$ cat src/rtl/uart_tx_pattern_gen.sv
// uart_tx_pattern_gen: periodic burst traffic source for uart_byte_tx bring-up and soak tests.
// Every PERIOD clocks a burst of BURST_LEN words is sent in one of four patterns, each word
// handshaken on tx_done. Define UART_PATGEN_CHKSUM_EN to append a checksum word to each burst.
module uart_tx_pattern_gen #(
  parameter int unsigned PERIOD    = 50_000_000,
  parameter int unsigned BURST_LEN = 4,
  parameter int unsigned DATA_W    = 8,
  parameter logic [15:0] FIXED_VAL = 16'h0055,
  parameter int unsigned TIMEOUT   = 1_000_000
) (
  input  logic              clk,
  input  logic              reset_n,
  input  logic              enable,
  input  logic [1:0]        mode,
  input  logic              tx_done,
  output logic              send_en,
  output logic [DATA_W-1:0] data_byte,
  output logic              busy,
  output logic [15:0]       burst_cnt,
  output logic              tx_err,
  output logic              overrun
);

  localparam int unsigned TimerW = (PERIOD > 1) ? $clog2(PERIOD) : 1;
  localparam int unsigned WaitW  = $clog2(TIMEOUT + 1);
  localparam int unsigned IdxW   = 8;

  localparam logic [TimerW-1:0] TimerMax = TimerW'(PERIOD - 1);
  localparam logic [WaitW-1:0]  WaitMax  = WaitW'(TIMEOUT - 1);
  localparam logic [IdxW-1:0]   LastIdx  = IdxW'(BURST_LEN - 1);
  localparam logic [15:0]       LfsrSeed = 16'hACE1;

  typedef enum logic [1:0] {StIdle, StSend, StWait} state_e;

  state_e            state_q, state_d;
  logic [TimerW-1:0] timer_q;
  logic              tick_q;
  logic [1:0]        mode_q, mode_d;
  logic [IdxW-1:0]   idx_q, idx_d;
  logic [WaitW-1:0]  wait_q, wait_d;
  logic [DATA_W-1:0] inc_q, inc_d;
  logic [DATA_W-1:0] walk_q, walk_d;
  logic [15:0]       lfsr_q, lfsr_d;
  logic              send_q, send_d;
  logic [DATA_W-1:0] data_q, data_d;
  logic              busy_q, busy_d;
  logic [15:0]       cnt_q, cnt_d;
  logic              err_q, err_d;
  logic              ovr_q, ovr_d;
  // High while the word in flight is pattern data (as opposed to the checksum word).
  logic              data_word;

`ifdef UART_PATGEN_CHKSUM_EN
  logic [DATA_W-1:0] sum_q, sum_d;
  assign data_word = (idx_q != IdxW'(BURST_LEN));
`else
  assign data_word = 1'b1;
`endif

  function automatic logic [DATA_W-1:0] pattern_word(input logic [1:0]        m,
                                                     input logic [DATA_W-1:0] inc,
                                                     input logic [DATA_W-1:0] walk,
                                                     input logic [15:0]       lfsr);
    case (m)
      2'd0:    return inc;
      2'd1:    return walk;
      2'd2:    return lfsr[DATA_W-1:0];
      default: return FIXED_VAL[DATA_W-1:0];
    endcase
  endfunction

  // Period timer; tick is registered so the first burst starts PERIOD+1 clocks after enable.
  always_ff @(posedge clk or negedge reset_n) begin
    if (!reset_n) begin
      timer_q <= '0;
      tick_q  <= 1'b0;
    end else begin
      tick_q <= enable && (timer_q == TimerMax);
      if (!enable || timer_q == TimerMax) begin
        timer_q <= '0;
      end else begin
        timer_q <= timer_q + TimerW'(1);
      end
    end
  end

  // Burst FSM next-state, pattern advance and registered output values.
  always_comb begin
    state_d = state_q;
    mode_d  = mode_q;
    idx_d   = idx_q;
    wait_d  = wait_q;
    inc_d   = inc_q;
    walk_d  = walk_q;
    lfsr_d  = lfsr_q;
    send_d  = 1'b0;
    data_d  = data_q;
    busy_d  = busy_q;
    cnt_d   = cnt_q;
    err_d   = err_q;
    ovr_d   = ovr_q;
`ifdef UART_PATGEN_CHKSUM_EN
    sum_d   = sum_q;
`endif
    // A tick during a burst is dropped but remembered.
    if (tick_q && busy_q) ovr_d = 1'b1;

    unique case (state_q)
      StIdle: begin
        if (tick_q) begin
          state_d = StSend;
          mode_d  = mode;
          idx_d   = '0;
          send_d  = 1'b1;
          busy_d  = 1'b1;
          data_d  = pattern_word(mode, inc_q, walk_q, lfsr_q);
`ifdef UART_PATGEN_CHKSUM_EN
          sum_d   = data_d;
`endif
        end
      end
      StSend: begin
        state_d = StWait;
        wait_d  = '0;
      end
      StWait: begin
        if (tx_done) begin
          // The checksum word never advances pattern state.
          if (data_word) begin
            case (mode_q)
              2'd0:    inc_d  = inc_q + DATA_W'(1);
              2'd1:    walk_d = (walk_q << 1) | (walk_q >> (DATA_W - 1));
              2'd2:    lfsr_d = {lfsr_q[0] ^ lfsr_q[2] ^ lfsr_q[3] ^ lfsr_q[5], lfsr_q[15:1]};
              default: ;
            endcase
          end
          idx_d = idx_q + IdxW'(1);
          if (data_word && idx_q != LastIdx) begin
            state_d = StSend;
            send_d  = 1'b1;
            data_d  = pattern_word(mode_q, inc_d, walk_d, lfsr_d);
`ifdef UART_PATGEN_CHKSUM_EN
            sum_d   = sum_q + data_d;
`endif
          end
`ifdef UART_PATGEN_CHKSUM_EN
          else if (data_word) begin
            state_d = StSend;
            send_d  = 1'b1;
            data_d  = sum_q;
          end
`endif
          else begin
            state_d = StIdle;
            busy_d  = 1'b0;
            cnt_d   = cnt_q + 16'd1;
          end
        end else if (wait_q == WaitMax) begin
          // Abort: pattern untouched so the next burst resends this word.
          state_d = StIdle;
          busy_d  = 1'b0;
          err_d   = 1'b1;
        end else begin
          wait_d = wait_q + WaitW'(1);
        end
      end
      default: state_d = StIdle;
    endcase
  end

  // State, pattern and output registers.
  always_ff @(posedge clk or negedge reset_n) begin
    if (!reset_n) begin
      state_q <= StIdle;
      mode_q  <= 2'd0;
      idx_q   <= '0;
      wait_q  <= '0;
      inc_q   <= '0;
      walk_q  <= DATA_W'(1);
      lfsr_q  <= LfsrSeed;
      send_q  <= 1'b0;
      data_q  <= '0;
      busy_q  <= 1'b0;
      cnt_q   <= '0;
      err_q   <= 1'b0;
      ovr_q   <= 1'b0;
    end else begin
      state_q <= state_d;
      mode_q  <= mode_d;
      idx_q   <= idx_d;
      wait_q  <= wait_d;
      inc_q   <= inc_d;
      walk_q  <= walk_d;
      lfsr_q  <= lfsr_d;
      send_q  <= send_d;
      data_q  <= data_d;
      busy_q  <= busy_d;
      cnt_q   <= cnt_d;
      err_q   <= err_d;
      ovr_q   <= ovr_d;
    end
  end

`ifdef UART_PATGEN_CHKSUM_EN
  // Running sum of the burst's data words.
  always_ff @(posedge clk or negedge reset_n) begin
    if (!reset_n) begin
      sum_q <= '0;
    end else begin
      sum_q <= sum_d;
    end
  end
`endif

  assign send_en   = send_q;
  assign data_byte = data_q;
  assign busy      = busy_q;
  assign burst_cnt = cnt_q;
  assign tx_err    = err_q;
  assign overrun   = ovr_q;

endmodule

$ cat config.mk
export PLATFORM = sky130hd
export DESIGN_NAME = uart_tx_pattern_gen
export DESIGN_NICKNAME = d
export VERILOG_FILES = /design/src/rtl/uart_tx_pattern_gen.sv
export SDC_FILE = /design/constraint.sdc
export NUM_CORES = 1
export LEC_CHECK = 0
export CORE_ASPECT_RATIO = 2
export CORE_MARGIN = 2
export CORE_UTILIZATION = 29
export DETAILED_ROUTE_END_ITERATION = 8
export HOLD_SLACK_MARGIN = 0.03
export PLACE_DENSITY = 0.5
export SETUP_SLACK_MARGIN = 0.3
export SLEW_MARGIN = 20
export SYNTH_ARGS = -nofsm -noshare
export SYNTH_HDL_FRONTEND = slang
export SYNTH_SLANG_ARGS = --single-unit
$ cat constraint.sdc
create_clock -name clk -period 1.88 [get_ports clk]
set_input_delay 0.282 -clock clk [delete_from_list [all_inputs] [get_ports clk]]
set_output_delay 0.282 -clock clk [all_outputs]
set_load 0.05 [all_outputs]
; After elaboration in Yosys (flattened, before gate mapping)
; Index checks and enable logic that the tools add are counted.
[totals]
regBits = 119
latch_bits = 0
out_inout_bits = 28
rom_bits = 0
wordCells = 92
n_memories = 0
ram_bits = 0
input_bits = 6
[op_classes]
n_eq_ne = 16
shifts = 0
n_lt_le_gt_ge = 0
bitwise_logic = 6
mul = 0
add_sub_neg = 5
n_div = 0
muxes = 30
reduce_logical = 19
[op_table]
columns = op, n
row1 = $mux W8, 8
row2 = $pmux W8 S3, 2
row3 = $mux W20, 2
row4 = $pmux W20 S2, 1
row5 = $pmux W8 S2, 2
row6 = $add A26 B1 Y26 const B, 1
row7 = $eq A26 B26 Y1 const B, 1
row8 = $mux W26, 1
row9 = $add A20 B1 Y20 const B, 1
row10 = $eq A20 B20 Y1 const B, 1
row11 = $add A16 B1 Y16 const B, 1
row12 = $add A8 B1 Y8 const B, 2
row13 = $reduce_and A3 Y1, 5
row14 = $ne A2 B2 Y1 const B, 5
row15 = $mux W1, 8
row16 = $ne A8 B2 Y1 const B, 1
row17 = $or A8 B1 Y8, 1
row18 = $reduce_and A4 Y1, 2
row19 = $eq A2 B1 Y1 const B, 3
row20 = $eq A2 B2 Y1 const B, 3
row21 = $logic_not A2 Y1, 3
row22 = $mux W2, 3
row23 = $ne A3 B3 Y1 const B, 2
row24 = $pmux W2 S3, 1
row25 = other kinds (8), 16

; Logic depth before layout (Yosys ltp)
; Gate-level depths: netlist of run 1.
[logic_depth]
depth_word = 6
ltp_mapped = 9
mapped_depth_nobuf = 7

; Least setup slack after synthesis of run 1
; OpenSTA, ideal clock, no wires.
[synth_timing]
path_kind = register to register
startpoint = reg idx_q[0]
endpoint = reg cnt_q[5], in the netlist burst_cnt[5]
setup_ps = 141
stages_incl_launch_ff = 8
t_arrival_ps = 1842
n_path_buf = 1
period_less_slack_ps = 1983
setup_slack_ps = -103
required_ps = 1739
cell_sequence = dfrtp_1 > ha_1 > or3b_2 > nor3_4 > and3_1 > buf_6 > nand4_1 > xnor2_1
[synth_via]
elab_chain_len = 3
[synth_lines]
columns = item, line
row1 = start: declaration, 39  ; logic [IdxW-1:0] idx_q, idx_d;
row2 = start signal: assignment, 190  ; idx_q <= idx_d;
row3 = $ne A8 B2 Y1, 138  ; if (data_word && idx_q != LastIdx) begin
row4 = $not A1 Y1 (no source line), --
row5 = $reduce_and A3 Y1 (no source line), --
row6 = end signal: assignment, 198  ; cnt_q <= cnt_d;
row7 = end: declaration, 47  ; logic [15:0] cnt_q, cnt_d;
; Every way passes these cells.
; A chain may end at the register's enable or synchronous reset.

; Worst setup path in the final report of run 1
; Ends and elaborated chain as after synthesis.

==> results of run 1 <==
==> flip-flops by register name (all words and copies together) (netlist names), 2 cells and up <==
name	cells
walk_q	8
mode_q	2
lfsr_q	16
burst_cnt	16
timer_q	26
idx_q	8
inc_q	8
data_byte	8
wait_q	20
state_q	2
==> cell type report <==
| class | instances | area share |
|---|---|---|
| Clock buffer | 23 | 0.05303 |
| Clock inverter | 9 | 0.01673 |
| Inverter | 12 | 0.005955 |
| Multi-Input combinational cell | 413 | 0.3913 |
| Sequential cell | 119 | 0.3404 |
| Tap cell | 262 | 0.03715 |
| Timing Repair Buffer | 148 | 0.1554 |
==> routing by layer <==
metal | GRT usage | vias to the layer above
met3 | 0.02577 | 31
met1 | 0.1536 | 2488
met2 | 0.2932 | 78
met4 | 0.08736 | 0
met5 | 0 | -
li1 | - | 2294
==> repair_timing <==
item,4_1_cts,5_1_grt
hold buffers,1,0
cloned,1,2
hold endpoints to repair,23,0
setup endpoints to repair,118,112
pin swaps,34,50
setup buffers,34,15
resized for setup,100,144
==> path summary, 6_finish.rpt <==
path,end,slack [ps],startpoint,depth (start not counted)
min,walk_q[4],370,reset_n,2
max,burst_cnt[5],90,idx_q[0],6
max reg2reg,burst_cnt[5],90,idx_q[0],6
max in group asynchronous,lfsr_q[10],890,reset_n,3
min reg2reg,overrun,470,overrun,1
min in group clk,overrun,470,overrun,1
==> stage by stage <==
step           setup TNS, ps  utilization  setup WS, ps  hold slack (ps)  total power [mW]
6_report                   0       0.4452         86.21            368.6             6.228
2_1_floorplan         -195.4            -        -50.88           -13.59             2.666
5_1_grt               -17.10       0.4452        -8.637            421.4             6.458
3_3_place_gp           -3768       0.3535        -210.2            259.1             2.768
3_5_place_dp           -4461       0.3535        -200.1            263.9             2.772
4_1_cts                    0       0.4115         63.44            386.0             6.265
==> placed cells by master, fill, tap and decap left out, types with 5 or more instances in the layout <==
cell type,n
a21oi_1,9
a31oi_1,5
and3_1,7
and3_4,5
buf_12,5
buf_4,91
buf_6,25
clkbuf_16,19
clkbuf_2,6
clkdlybuf4s15_2,11
dfrtp_1,98
dfrtp_2,12
dfstp_2,9
inv_1,10
mux2_2,26
mux2i_1,7
nand2_1,41
nand2_2,10
nand3_1,17
nand4_1,21
nor2_1,33
nor2_2,5
nor2_4,30
nor2b_1,5
nor4_4,5
o21ai_0,12
o21ai_2,5
xnor2_1,31
xor2_1,23
xor2_2,7
==> critical path: cells and delay by family, from the launching register on <==
kind                     cells  cell delay (ps)
AND/OR/NAND/NOR              4             1020
XOR/XNOR                     1              140
flip-flops                   1              340
adder cells (fa/ha/maj)      1              180
==> cells by family (layout without fill, tap and decap cells) <==
family          after synthesis  in the layout  share of synthesized area
compound gates               75             75                    0.08459
xor+xnor                     62             62                    0.09293
fa+ha+maj                     6              6                    0.01285
buf+inv                      35            192                    0.02569
flops                       119            119                     0.5116
mux                          37             37                    0.06981
simple gates                233            233                     0.2026
==> where the power goes <==
part	internal [mW]	total (mW)	switching (mW)	leakage [nW]
clock network	2.28	3.43	1.15	0.301
registers	2.57	2.58	0.00949	1.54
logic	0.0913	0.219	0.128	1.95
total	4.94	6.23	1.29	3.79
==> results.json, run 1 <==
{
  "grt_overflow_total": 0,
  "synth_nets": 579,
  "top_layer_used": "met4",
  "wl_per_cell_um": 16.51,
  "power.density_mw_per_mm2": 705.8,
  "cp_slowest_stage_delay_ps": 410,
  "grt_max_degree": 38,
  "seq_area_frac_synth": 0.5116,
  "p_leak_nw": 3.793,
  "synthArstFlopShare": 1.000,
  "grt_setup_unrepaired": "true",
  "synthCells": 567,
  "drive_gt1_frac": 0.4682,
  "routed_wl_um": 16280,
  "max-vdd-ir-drop_mv": 0.5006,
  "io_buffers": 33,
  "grt_pass1_wl_um": 25750,
  "ys_ff_latch": 119,
  "hpwl_um": 10950,
  "seq_area_sq_mm": 0.003004,
  "drt-pass1-iter-count": 4,
  "synth_commonest_cells": "dfrtp_1 (110), nor2_1 (68), nand2_1 (54)",
  "cts_tree": "built",
  "clock_tree.buffer_depth": 2,
  "worst_path_max_delay_cell": "or3b_4",
  "drc": 0,
  "yosys.area.top_type": "dfrtp_1",
  "dr_total_vias": 4891,
  "cts.htree.levels": 4,
  "yosysMostFrequentCell": "dfrtp_1",
  "grt_pass1_vias": 5161,
  "syn_to_final_growth_pct": 51.03,
  "start_util": 0.2948,
  "synth-main-ff-cell": "dfrtp_1",
  "stdcell_count": 986,
  "setup.worst_path.start_class": "flop",
  "worstPathMaxFanout": 7,
  "antenna_found_initial": 0,
  "io-pin-count": 34,
  "cts_buffers": 17,
  "setup_viol": 0,
  "gp_congestion": 0.8733,
  "multi_input_area_sq_mm": 0.003453,
  "min_path_type": "input pin to async pin",
  "die_w_um": 104.4,
  "drt_iter0_drc": 218,
  "clock-sinks": 119,
  "core_area_sq_mm": 0.01982,
  "netlist_area_sq_mm": 0.005843,
  "crit_path_end_kind": "flop",
  "synth_edf_count": 0,
  "critPathKind": "flop to flop",
  "n_antenna_cell": 0,
  "synth.top_cells.by_area": "dfrtp_1 (47%), mux2_2 (5.8%), xnor2_1 (4.8%)",
  "dr_wl_met2_um": 9756,
  "syn_area_per_cell_sq_um": 10.31,
  "crit_arrival_ps": 2090,
  "cp.required_ps": 2180,
  "dpl-instance-area_sq_mm": 0.007007,
  "timing_hold_violations_final": 0,
  "final_area_sq_mm": 0.008825,
  "worstMarginPinSlew_ps": 491.8,
  "core.rowCount": 73,
  "nFillCells": 1844,
  "met1_length_um": 5659,
  "path_clk_slew_ps": 60,
  "maxSlewViolCount": 0,
  "route.met3.wl_um": 303,
  "viasPerCell": 4.960,
  "path_cells": "ha_2, or3b_4, nor3_4, and3_4, nand4_1, xnor2_1",
  "nets": 723,
  "synth_cell_type_count": 55,
  "max_freq_mhz": 557.5,
  "place_inst": 901,
  "ant_nets": 0,
  "cts_root_buf": "clkbuf_16",
  "grt_usage": 0.1532,
  "slew_headroom": 0.6734,
  "finalCriticalPeriod_ps": 1794,
  "synth-warning-count": 0,
  "cap_violations": 0,
  "die_y_um": 204.7,
  "synth_top_area_frac": 0.4711,
  "min_period_over_period": 0.9541,
  "worstSkewPairLatency_ps": 420,
  "finClkSkew_ps": 8.724,
  "die-area_sq_mm": 0.02137,
  "status": "finished, final reports clean"
}
Power figures use the tool's default switching activity.
==> run 2, diff against run 1 <==
--- a/config.mk
+++ b/config.mk
@@ -8,6 +8,7 @@
 export CORE_ASPECT_RATIO = 2
 export CORE_MARGIN = 2
 export CORE_UTILIZATION = 29
+export CTS_CLUSTER_DIAMETER = 100
 export DETAILED_ROUTE_END_ITERATION = 8
 export HOLD_SLACK_MARGIN = 0.03
 export PLACE_DENSITY = 0.5
==> results of run 2 <==
Final layout, timing and power as in run 1 (identical DEF).
